`config.mk`:
```
export PLATFORM = sky130hd
export DESIGN_NAME = sdp_share_arb
export DESIGN_NICKNAME = d
export VERILOG_FILES = /design/src/rtl/sdp_arb_pkg.sv /design/src/rtl/sdp_tag_pipe.sv /design/src/rtl/sdp_share_arb.sv
export SDC_FILE = /design/constraint.sdc
export NUM_CORES = 1
export LEC_CHECK = 0
export CORE_MARGIN = 2
export CORE_UTILIZATION = 30
export DETAILED_ROUTE_END_ITERATION = 10
export GPL_TIMING_DRIVEN = 0
export PLACE_DENSITY = 0.76
export SLEW_MARGIN = 30
export SYNTH_ARGS = -nofsm -noshare
export SYNTH_HDL_FRONTEND = slang
export SYNTH_SLANG_ARGS = --single-unit
```
`constraint.sdc`:
```
create_clock -name clk -period 2.3 [get_ports clk]
set_clock_uncertainty 0.1 [all_clocks]
set_input_delay 0.575 -clock clk [delete_from_list [all_inputs] [get_ports clk]]
set_output_delay 0.575 -clock clk [all_outputs]
set_load 0.03 [all_outputs]
```
`src/rtl/sdp_arb_pkg.sv`:
```
// sdp_arb_pkg -- shared types and defaults for the shared-datapath arbiter.
//   state_e   : controller states (INIT, RUN, DRAIN, CLEAR)
//   tag_t     : in-flight operation tag {vld, id}
//   W_DEF     : default operand/result width
//   LAT_DEF   : default datapath latency
//   sat_inc16 : 16-bit saturating increment, used by the optional statistics
package sdp_arb_pkg;

    localparam int W_DEF   = 8;
    localparam int LAT_DEF = 3;

    typedef enum logic [1:0] {
        ST_INIT  = 2'd0,
        ST_RUN   = 2'd1,
        ST_DRAIN = 2'd2,
        ST_CLEAR = 2'd3
    } state_e;

    typedef struct packed {
        logic vld;
        logic id;
    } tag_t;

    function automatic logic [15:0] sat_inc16(input logic [15:0] v, input logic en);
        return (en && (v != 16'hFFFF)) ? v + 16'd1 : v;
    endfunction

endpackage

```
`src/rtl/sdp_tag_pipe.sv`:
```
// sdp_tag_pipe -- LAT-stage shift register of operation tags. The last stage
// lines up with the shared datapath output so the result can be steered.
// Ports:
//   clk   : clock
//   clr   : synchronous clear of every stage
//   tag_i : tag entering stage 0 this cycle
//   tag_o : tag in stage LAT-1 (belongs to the current dp_out)
module sdp_tag_pipe
    import sdp_arb_pkg::*;
#(
    parameter int LAT = LAT_DEF
) (
    input  logic clk,
    input  logic clr,
    input  tag_t tag_i,
    output tag_t tag_o
);

    tag_t stage_q [LAT];

    always_ff @(posedge clk) begin
        if (clr) begin
            for (int i = 0; i < LAT; i++) begin
                stage_q[i] <= '0;
            end
        end else begin
            stage_q[0] <= tag_i;
            for (int i = 1; i < LAT; i++) begin
                stage_q[i] <= stage_q[i-1];
            end
        end
    end

    assign tag_o = stage_q[LAT-1];

endmodule

```
`src/rtl/sdp_share_arb.sv`:
```
// sdp_share_arb -- shares one LAT-deep pipelined datapath between two
// requesters with round-robin issue, tag-based response steering and a small
// controller for datapath initialisation and requester-initiated flush.
//
// Ports:
//   clk, reset                     : clock, synchronous active-high reset
//   reqN_valid/ready               : issue handshake for requester N (ready is combinational)
//   reqN_ctl, reqN_a/b/c           : {ctl_2, ctl_1} and operands for requester N
//   rspN_valid, rspN_data          : registered one-cycle result pulse and held result
//   dp_reset                       : reset to the shared datapath
//   dp_ctl_1/2, dp_a/b/c           : datapath controls/operands (zero when nothing is issued)
//   dp_out                         : datapath result, LAT cycles after the operands
//   flush_req, flush_done          : drain-and-reset request (sampled level), completion pulse
//   busy                           : operations in flight or controller not in RUN
// Optional (macro SDP_ARB_STATS_EN):
//   gnt0_cnt, gnt1_cnt, stall_cnt  : saturating 16-bit grant and stall counters
//
// Controller states:
//   state    | meaning
//   ST_INIT  | one cycle of datapath reset after system reset
//   ST_RUN   | issuing operations, round-robin between requesters
//   ST_DRAIN | no issue; waiting for all in-flight results to come back
//   ST_CLEAR | one cycle of datapath reset, flush_done pulses
module sdp_share_arb
    import sdp_arb_pkg::*;
#(
    parameter int W   = W_DEF,
    parameter int LAT = LAT_DEF
) (
    input  logic         clk,
    input  logic         reset,

    input  logic         req0_valid,
    output logic         req0_ready,
    input  logic [1:0]   req0_ctl,
    input  logic [W-1:0] req0_a,
    input  logic [W-1:0] req0_b,
    input  logic [W-1:0] req0_c,

    input  logic         req1_valid,
    output logic         req1_ready,
    input  logic [1:0]   req1_ctl,
    input  logic [W-1:0] req1_a,
    input  logic [W-1:0] req1_b,
    input  logic [W-1:0] req1_c,

    output logic         rsp0_valid,
    output logic [W-1:0] rsp0_data,
    output logic         rsp1_valid,
    output logic [W-1:0] rsp1_data,

    output logic         dp_reset,
    output logic         dp_ctl_1,
    output logic         dp_ctl_2,
    output logic [W-1:0] dp_a,
    output logic [W-1:0] dp_b,
    output logic [W-1:0] dp_c,
    input  logic [W-1:0] dp_out,

    input  logic         flush_req,
    output logic         flush_done,
    output logic         busy
`ifdef SDP_ARB_STATS_EN
    ,
    output logic [15:0]  gnt0_cnt,
    output logic [15:0]  gnt1_cnt,
    output logic [15:0]  stall_cnt
`endif
);

    // Wide enough to hold LAT+1.
    localparam int IFW = $clog2(LAT + 2);

    state_e         state_q;
    logic           dp_rst_q;
    logic           flush_done_q;
    logic           rr_q, rr_d;
    logic [IFW-1:0] inflight_q, inflight_d;
    logic           rsp0_valid_q, rsp1_valid_q;
    logic [W-1:0]   rsp0_data_q, rsp1_data_q;

    logic           grant_en, gnt0, gnt1, grant_any;
    tag_t           tag_in, tag_out;

    // ---------------------------------------------------------------
    // Arbitration: rr_q names the requester favoured on a tie.
    // No issue in the cycle a flush request is sampled.
    // ---------------------------------------------------------------
    assign grant_en  = (state_q == ST_RUN) && !flush_req;
    assign gnt0      = grant_en && req0_valid && (!req1_valid || !rr_q);
    assign gnt1      = grant_en && req1_valid && (!req0_valid ||  rr_q);
    assign grant_any = gnt0 || gnt1;

    assign req0_ready = gnt0;
    assign req1_ready = gnt1;

    always_comb begin
        rr_d = rr_q;
        if (gnt0) begin
            rr_d = 1'b1;
        end else if (gnt1) begin
            rr_d = 1'b0;
        end
    end

    always_comb begin
        dp_ctl_1 = 1'b0;
        dp_ctl_2 = 1'b0;
        dp_a     = '0;
        dp_b     = '0;
        dp_c     = '0;
        if (gnt0) begin
            {dp_ctl_2, dp_ctl_1} = req0_ctl;
            dp_a = req0_a;
            dp_b = req0_b;
            dp_c = req0_c;
        end else if (gnt1) begin
            {dp_ctl_2, dp_ctl_1} = req1_ctl;
            dp_a = req1_a;
            dp_b = req1_b;
            dp_c = req1_c;
        end
    end

    // ---------------------------------------------------------------
    // Tag pipeline: its last stage describes the slot currently on dp_out.
    // ---------------------------------------------------------------
    assign tag_in = '{vld: grant_any, id: gnt1};

    sdp_tag_pipe #(
        .LAT (LAT)
    ) u_tag_pipe (
        .clk   (clk),
        .clr   (reset),
        .tag_i (tag_in),
        .tag_o (tag_out)
    );

    // In-flight count: an op leaves the count on the edge that registers its result.
    always_comb begin
        inflight_d = inflight_q;
        if (grant_any && !tag_out.vld) begin
            inflight_d = inflight_q + IFW'(1);
        end else if (!grant_any && tag_out.vld) begin
            inflight_d = inflight_q - IFW'(1);
        end
    end

    always_ff @(posedge clk) begin
        if (reset) begin
            rr_q         <= 1'b0;
            inflight_q   <= '0;
            rsp0_valid_q <= 1'b0;
            rsp1_valid_q <= 1'b0;
            rsp0_data_q  <= '0;
            rsp1_data_q  <= '0;
        end else begin
            rr_q         <= rr_d;
            inflight_q   <= inflight_d;
            rsp0_valid_q <= tag_out.vld && !tag_out.id;
            rsp1_valid_q <= tag_out.vld &&  tag_out.id;
            // Unissued slots carry garbage on dp_out; only tagged slots are captured.
            if (tag_out.vld && !tag_out.id) begin
                rsp0_data_q <= dp_out;
            end
            if (tag_out.vld && tag_out.id) begin
                rsp1_data_q <= dp_out;
            end
        end
    end

    assign rsp0_valid = rsp0_valid_q;
    assign rsp1_valid = rsp1_valid_q;
    assign rsp0_data  = rsp0_data_q;
    assign rsp1_data  = rsp1_data_q;

    // ---------------------------------------------------------------
    // Controller. dp_rst_q / flush_done_q are loaded with the decode of
    // the next state so both are plain register outputs.
    // ---------------------------------------------------------------
    always_ff @(posedge clk) begin
        if (reset) begin
            state_q      <= ST_INIT;
            dp_rst_q     <= 1'b1;
            flush_done_q <= 1'b0;
        end else begin
            dp_rst_q     <= 1'b0;
            flush_done_q <= 1'b0;
            case (state_q)
                ST_INIT: begin
                    state_q <= ST_RUN;
                end
                ST_RUN: begin
                    if (flush_req) begin
                        state_q <= ST_DRAIN;
                    end
                end
                ST_DRAIN: begin
                    if (inflight_q == '0) begin
                        state_q      <= ST_CLEAR;
                        dp_rst_q     <= 1'b1;
                        flush_done_q <= 1'b1;
                    end
                end
                ST_CLEAR: begin
                    state_q <= ST_RUN;
                end
                default: begin
                    state_q  <= ST_INIT;
                    dp_rst_q <= 1'b1;
                end
            endcase
        end
    end

    assign dp_reset   = reset || dp_rst_q;
    assign flush_done = flush_done_q;
    assign busy       = (inflight_q != '0) || (state_q != ST_RUN);

`ifdef SDP_ARB_STATS_EN
    logic [15:0] gnt0_cnt_q, gnt1_cnt_q, stall_cnt_q;

    // Cleared by system reset only; a flush leaves the statistics intact.
    always_ff @(posedge clk) begin
        if (reset) begin
            gnt0_cnt_q  <= '0;
            gnt1_cnt_q  <= '0;
            stall_cnt_q <= '0;
        end else begin
            gnt0_cnt_q  <= sat_inc16(gnt0_cnt_q, gnt0);
            gnt1_cnt_q  <= sat_inc16(gnt1_cnt_q, gnt1);
            stall_cnt_q <= sat_inc16(stall_cnt_q, (req0_valid || req1_valid) && !grant_any);
        end
    end

    assign gnt0_cnt  = gnt0_cnt_q;
    assign gnt1_cnt  = gnt1_cnt_q;
    assign stall_cnt = stall_cnt_q;
`endif

endmodule

```
Word-level counts from Yosys, hierarchy flattened
Memory sizes are Yosys's and may differ from the RTL's.
Index checks and enable logic that the tools add are counted.
{"block": "classes", "n_eq_ne": 6, "muxes": 25, "bitwise": 3, "reduce_logical": 28, "n_addsub": 2}
{"operator": "8-bit 2-to-1 mux", "n": 6}
{"operator": "1-bit 2-to-1 mux", "n": 11}
{"operator": "2-bit 2-to-1 mux", "n": 5}
{"operator": "1-bit logical AND", "n": 9}
{"operator": "1-bit logical NOT", "n": 7}
{"operator": "3-bit 2-to-1 mux", "n": 2}
{"operator": "2-bit one-hot mux with 3 select lines", "n": 1}
{"operator": "1-bit logical OR", "n": 5}
{"operator": "2-bit == test (second input constant)", "n": 2}
{"operator": "2-bit != test (second input constant)", "n": 2}
{"operator": "2-bit nonzero test", "n": 2}
{"operator": "3-bit by 1-bit adder with 3-bit output (second input constant)", "n": 1}
{"operator": "3-bit logical NOT", "n": 1}
{"operator": "1-bit OR", "n": 3}
{"operator": "3-bit nonzero test", "n": 1}
{"operator": "3-bit by 1-bit subtractor with 3-bit output (second input constant)", "n": 1}
{"operator": "2-bit by 1-bit == test with 1-bit output (second input constant)", "n": 1}
{"operator": "2-bit logical NOT", "n": 1}
{"operator": "2-bit by 1-bit != test with 1-bit output (second input constant)", "n": 1}
{"operator": "2-bit AND reduction", "n": 1}
{"operator": "2-bit OR reduction", "n": 1}
{"block": "totals", "word_cells": 74, "in_bits": 65, "mem_count": 1, "ff_bits": 26, "ram_bits": 6}
{"memory": "u_tag_pipe.stage_q", "depth": 3, "word_bits": 2, "rd": 3, "rd_clocked_by_memory_dff": 0, "wr": 3, "line_no": "sdp_tag_pipe.sv:19", "source": "tag_t stage_q [LAT];"}

Longest topological paths before layout
{"block": "depth", "depth_word": 9, "depth_mapped": 11}

Modules after synthesis
From an unflattened synthesis, not the netlist that was laid out.
{"block": "unflattened", "hier_cells": 170, "hier_area_um2": 1541.5}
{"module": "sdp_share_arb", "cells_each": 156, "area_each_um2": 1368.8, "seq_area_each_um2": 520.5, "n_inst": 1}
{"module": "sdp_tag_pipe", "cells_each": 14, "area_each_um2": 172.7, "seq_area_each_um2": 120.1, "n_inst": 1}

Worst setup path after synthesis
Ideal clock, no wire load.
{"block": "synth_timing", "path_type": "input -> register", "from": "in flush_req", "to": "reg inflight_q[2]", "path_slack_ns": 0.037, "required_ns": 2.130, "t_arrival_ns": 2.092, "path_stages": 9, "cell_sequence": "nor2b_4 -> o21ai_0 -> inv_1 -> ha_1 -> inv_1 -> fa_1 -> xor2_1 -> or3_2 -> a21oi_1"}
{"block": "synth_via", "elab_chain_len": 8}
{"item": "start, declared", "line_no": "sdp_share_arb.sv:60", "source": "input logic flush_req,"}
{"item": "1-bit logical NOT *", "line_no": "sdp_share_arb.sv:89", "source": "assign grant_en = (state_q == ST_RUN) && !flush_req;"}
{"item": "1-bit logical AND *", "line_no": "sdp_share_arb.sv:89"}
{"item": "1-bit logical AND (on tied branches) (2 in a row)", "line_no": "sdp_share_arb.sv:90, sdp_share_arb.sv:91"}
{"item": "1-bit logical OR *", "line_no": "sdp_share_arb.sv:92", "source": "assign grant_any = gnt0 || gnt1;"}
{"item": "via grant_any", "line_no": "sdp_share_arb.sv:82", "source": "logic grant_en, gnt0, gnt1, grant_any;"}
{"item": "1-bit logical NOT", "line_no": "sdp_share_arb.sv:144", "source": "end else if (!grant_any && tag_out.vld) begin"}
{"item": "1-bit logical AND", "line_no": "sdp_share_arb.sv:144"}
{"item": "2-bit nonzero test (no line)"}
{"item": "end signal, assigned", "line_no": "sdp_share_arb.sv:159", "source": "inflight_q <= inflight_d;"}
{"item": "end, declared", "line_no": "sdp_share_arb.sv:78", "source": "logic [IFW-1:0] inflight_q, inflight_d;"}
Mark *: on every way through the listed nets, which the timed path passes. The rest lies on a longest branch.
A chain may end at the register's enable or synchronous reset.

Worst setup path after layout
{"block": "layout_timing", "from": "reg state_q[1]", "to": "out dp_b[7]"}
{"block": "layout_via", "elab_chain_len": 6}
{"item": "start, declared", "line_no": "sdp_share_arb.sv:74", "source": "state_e state_q;"}
{"item": "start signal, assigned", "line_no": "sdp_share_arb.sv:183", "source": "state_q <= ST_INIT;"}
{"item": "start signal, assigned", "line_no": "sdp_share_arb.sv:191", "source": "state_q <= ST_RUN;"}
{"item": "start signal, assigned", "line_no": "sdp_share_arb.sv:195", "source": "state_q <= ST_DRAIN;"}
{"item": "2-bit by 1-bit == test with 1-bit output *", "line_no": "sdp_share_arb.sv:89"}
{"item": "1-bit logical AND *", "line_no": "sdp_share_arb.sv:89"}
{"item": "1-bit logical AND (2 in a row)", "line_no": "sdp_share_arb.sv:91", "source": "assign gnt1 = grant_en && req1_valid && (!req0_valid || rr_q);"}
{"item": "8-bit 2-to-1 mux", "line_no": "sdp_share_arb.sv:117", "source": "end else if (gnt1) begin"}
{"item": "8-bit 2-to-1 mux *", "line_no": "sdp_share_arb.sv:112", "source": "if (gnt0) begin"}
{"item": "end, declared", "line_no": "sdp_share_arb.sv:56", "source": "output logic [W-1:0] dp_b,"}
Mark *: on every way between the ends. The rest lies on a longest branch, timed or not.

==> results_dict.tcl <==
set metrics [dict create \
    syn_area_per_cell_um2 8.722 \
    clkLatencyLatePin_ns 0.28 \
    cts_tree "yes" \
    ant_nets 0 \
    place_congestion 0.8402 \
    final_nets 373 \
    cp_max_fo 4 \
    cts-root-buf "clkbuf_8" \
    grt_start_max_net_pins 11 \
    status "finished with violations" \
    synth_top_cells_by_area "dfxtp_1 (43%), a22o_1 (15%), nand2_1 (7.1%)" \
    grt_pass1_vias 1734 \
    ys_seq_area_share_pct 43.21 \
    initial_core_util_pct 31.18 \
    hold_path.class "flop to flop" \
    grt_pass1_wl_um 8024 \
    ir_worst_vdd_mv 0.2465 \
    crit_chain "inv_2 > ha_4 > nor2b_4 > buf_6 > nand3_4 > buf_6 > clkinvlp_4 > a22o_1 > buf_6" \
    dieWidth_um 74.30 \
    mostFrequentLayoutCell "clkdlybuf4s50_1" \
    power.density_nw_per_um2 515.4 \
    routedLengthMet1_um 1844 \
    critPathArrivalTime_ns 1.76 \
    clock-sinks 32 \
    cp_num_buf_inv 5 \
    synth_top_area_share_pct 43.21 \
    wirelength_um 5486 \
    numCtsBuffers 5 \
    multi_input_area_um2 778.2 \
    path_delay_family "buffers and inverters" \
    drive_above_1_share_pct 24.26 \
    fp-row-count 25 \
    area_growth_syn_to_layout_pct 104.6 \
    die_h_um 74.30 \
    detailed_place.area_um2 2688 \
    postCtsHoldBufs 0 \
    cts.clk_slew.worst_paths_ns 0.06 \
    synth_cell_types 27 \
    syn_inst 170 \
    yosysWarnings 0 \
    critPathLaunchType "flop" \
    die_area_um2 5520 \
    slew_violations 0 \
    wl_per_cell_um 14.75 \
    syn-cell-area_um2 1483 \
    fin_ws_ns -0.1317 \
    end_kind "primary output" \
    maxCapViolCount 0 \
    design_area_um2 3033 \
    via_count 1765 \
    rsz0062_at_grt "yes" \
    min_period_ns 2.432 \
    finalHoldViolCount 0 \
    worst_slew_pin_slew_ns 0.5710 \
    top_layer "met4" \
    via_per_inst 4.745 \
    yosysTopAreaCell "dfxtp_1" \
    power_mw 1.563 \
    setup_viol 25 \
    gr-total-overflow 0 \
    wl_met2_um 3041 \
    regArea_um2 643.1 \
    dp_hpwl_um 4140 \
    first_iter_violations 45 \
    diodes 0 \
    h-tree-depth 2 \
    first_pass_iters 4 \
    violations "negative setup slack" \
    critical_path_class "flop to primary output" \
    crit_path_max_incr_delay_ns 0.34 \
    core_um2 4755 \
    layout_common_cells "clkdlybuf4s50_1 (79), buf_6 (38), dfxtp_1 (30), nand2_1 (27), a22o_1 (26)" \
    slew_headroom_pct 61.93 \
    fin_crit_sh_pct 105.7 \
    fillers 421 \
    boundaryPins 114 \
    route.met3.wl_um 553 \
    synth_fp_nets 239 \
    cts_buffer_depth 2 \
    cp.required_ns 1.62 \
    ys_ff_latch 32 \
    cpMaxStageDelayCell "dfxtp_2" \
    power.leakage_nw 1.206 \
    grt_usage_pct 19.58 \
    antenna_found_initial 0 \
    io_buffers 112 \
    cp_common_cell "buf_6" \
    drc 0 \
    fmax_mhz 411.2 \
]
## metal layers
| metal | vias up | GRT usage, % |
|---|---|---|
| met5 | - | 0 |
| li1 | 859 | - |
| met2 | 93 | 38.59 |
| met1 | 808 | 18.72 |
| met3 | 5 | 7.995 |
| met4 | 0 | 4.762 |
## kinds of logic after synthesis
family	synth area share [%]
flip-flops	43.21
XOR/XNOR	1.182
multiplexers	0.6751
adder cells (fa/ha/maj)	3.882
buffers and inverters	7.594
AO/OA/AOI/OAI	24.14
AND/OR/NAND/NOR	19.32
## worst paths after layout
path / from / end / slack, ns / cells past startpoint
max: state_q[1] / dp_b[7] / -0.13 / 9
min: u_tag_pipe.stage_q[0][2] / u_tag_pipe.stage_q[0][4] / 0.34 / 1
max reg2reg: state_q[1] / inflight_q[2] / 0.03 / 12
min reg2reg: u_tag_pipe.stage_q[0][2] / u_tag_pipe.stage_q[0][4] / 0.34 / 1
## layout make-up
type / instances / area share [%]
Sequential cell: 32 / 21.20
Inverter: 7 / 1.031
Clock buffer: 8 / 2.970
Timing Repair Buffer: 126 / 42.90
Buffer: 13 / 3.218
Multi-Input combinational cell: 118 / 25.66
Timing Repair inverter: 1 / 0.2475
Tap cell: 67 / 2.764
## timing repair
action	CTS	global route
pin swaps	17	9
cloned	5	0
setup endpoints to repair	31	30
buffers inserted	5	5
gates resized for setup	221	17
## power breakdown
part,switching [mW],internal (mW)
clock,0.182,0.243
combinational,0.239,0.294
sequential,0.0232,0.582
## synth_stat cells
cell type / number
o22ai_1: 1
nor2b_4: 1
buf_4: 1
buf_6: 4
or3_1: 1
nor2_1: 6
xor2_1: 2
nand2b_1: 4
o21ai_0: 4
ha_1: 3
buf_2: 3
fa_1: 1
and3_1: 1
dfxtp_1: 32
or3_2: 1
mux2i_1: 1
nand2_1: 28
a21oi_1: 19
nand3_1: 9
inv_2: 1
nor3_1: 1
clkbuf_1: 5
a22o_1: 26
o31a_1: 1
inv_1: 6
nor2b_1: 6
or2_2: 2
## sequential cells by signal, indices dropped and copies added (netlist names)
name,flops
dp_rst_q,1
u_tag_pipe.stage_q,6
rsp0_data,8
rsp1_valid,1
flush_done,1
rr_q,1
rsp0_valid,1
inflight_q,3
rsp1_data,8
state_q,2
## per-stage QoR
stage	instances	worst slack, ns	TNS (ns)	util, %	hold WS [ns]
after floorplan	170	0.03737	0	-	0.3138
after global routing	372	-0.2129	-4.274	63.79	0.3601
after global placement	349	-0.8883	-23.71	56.53	0.3191
after detailed placement	349	-0.8959	-23.91	56.53	0.3313
final	372	-0.1317	-2.331	63.79	0.3418
after CTS	367	-0.1694	-2.727	62.13	0.3461
Note: power is estimated with default switching activity, not from simulation.
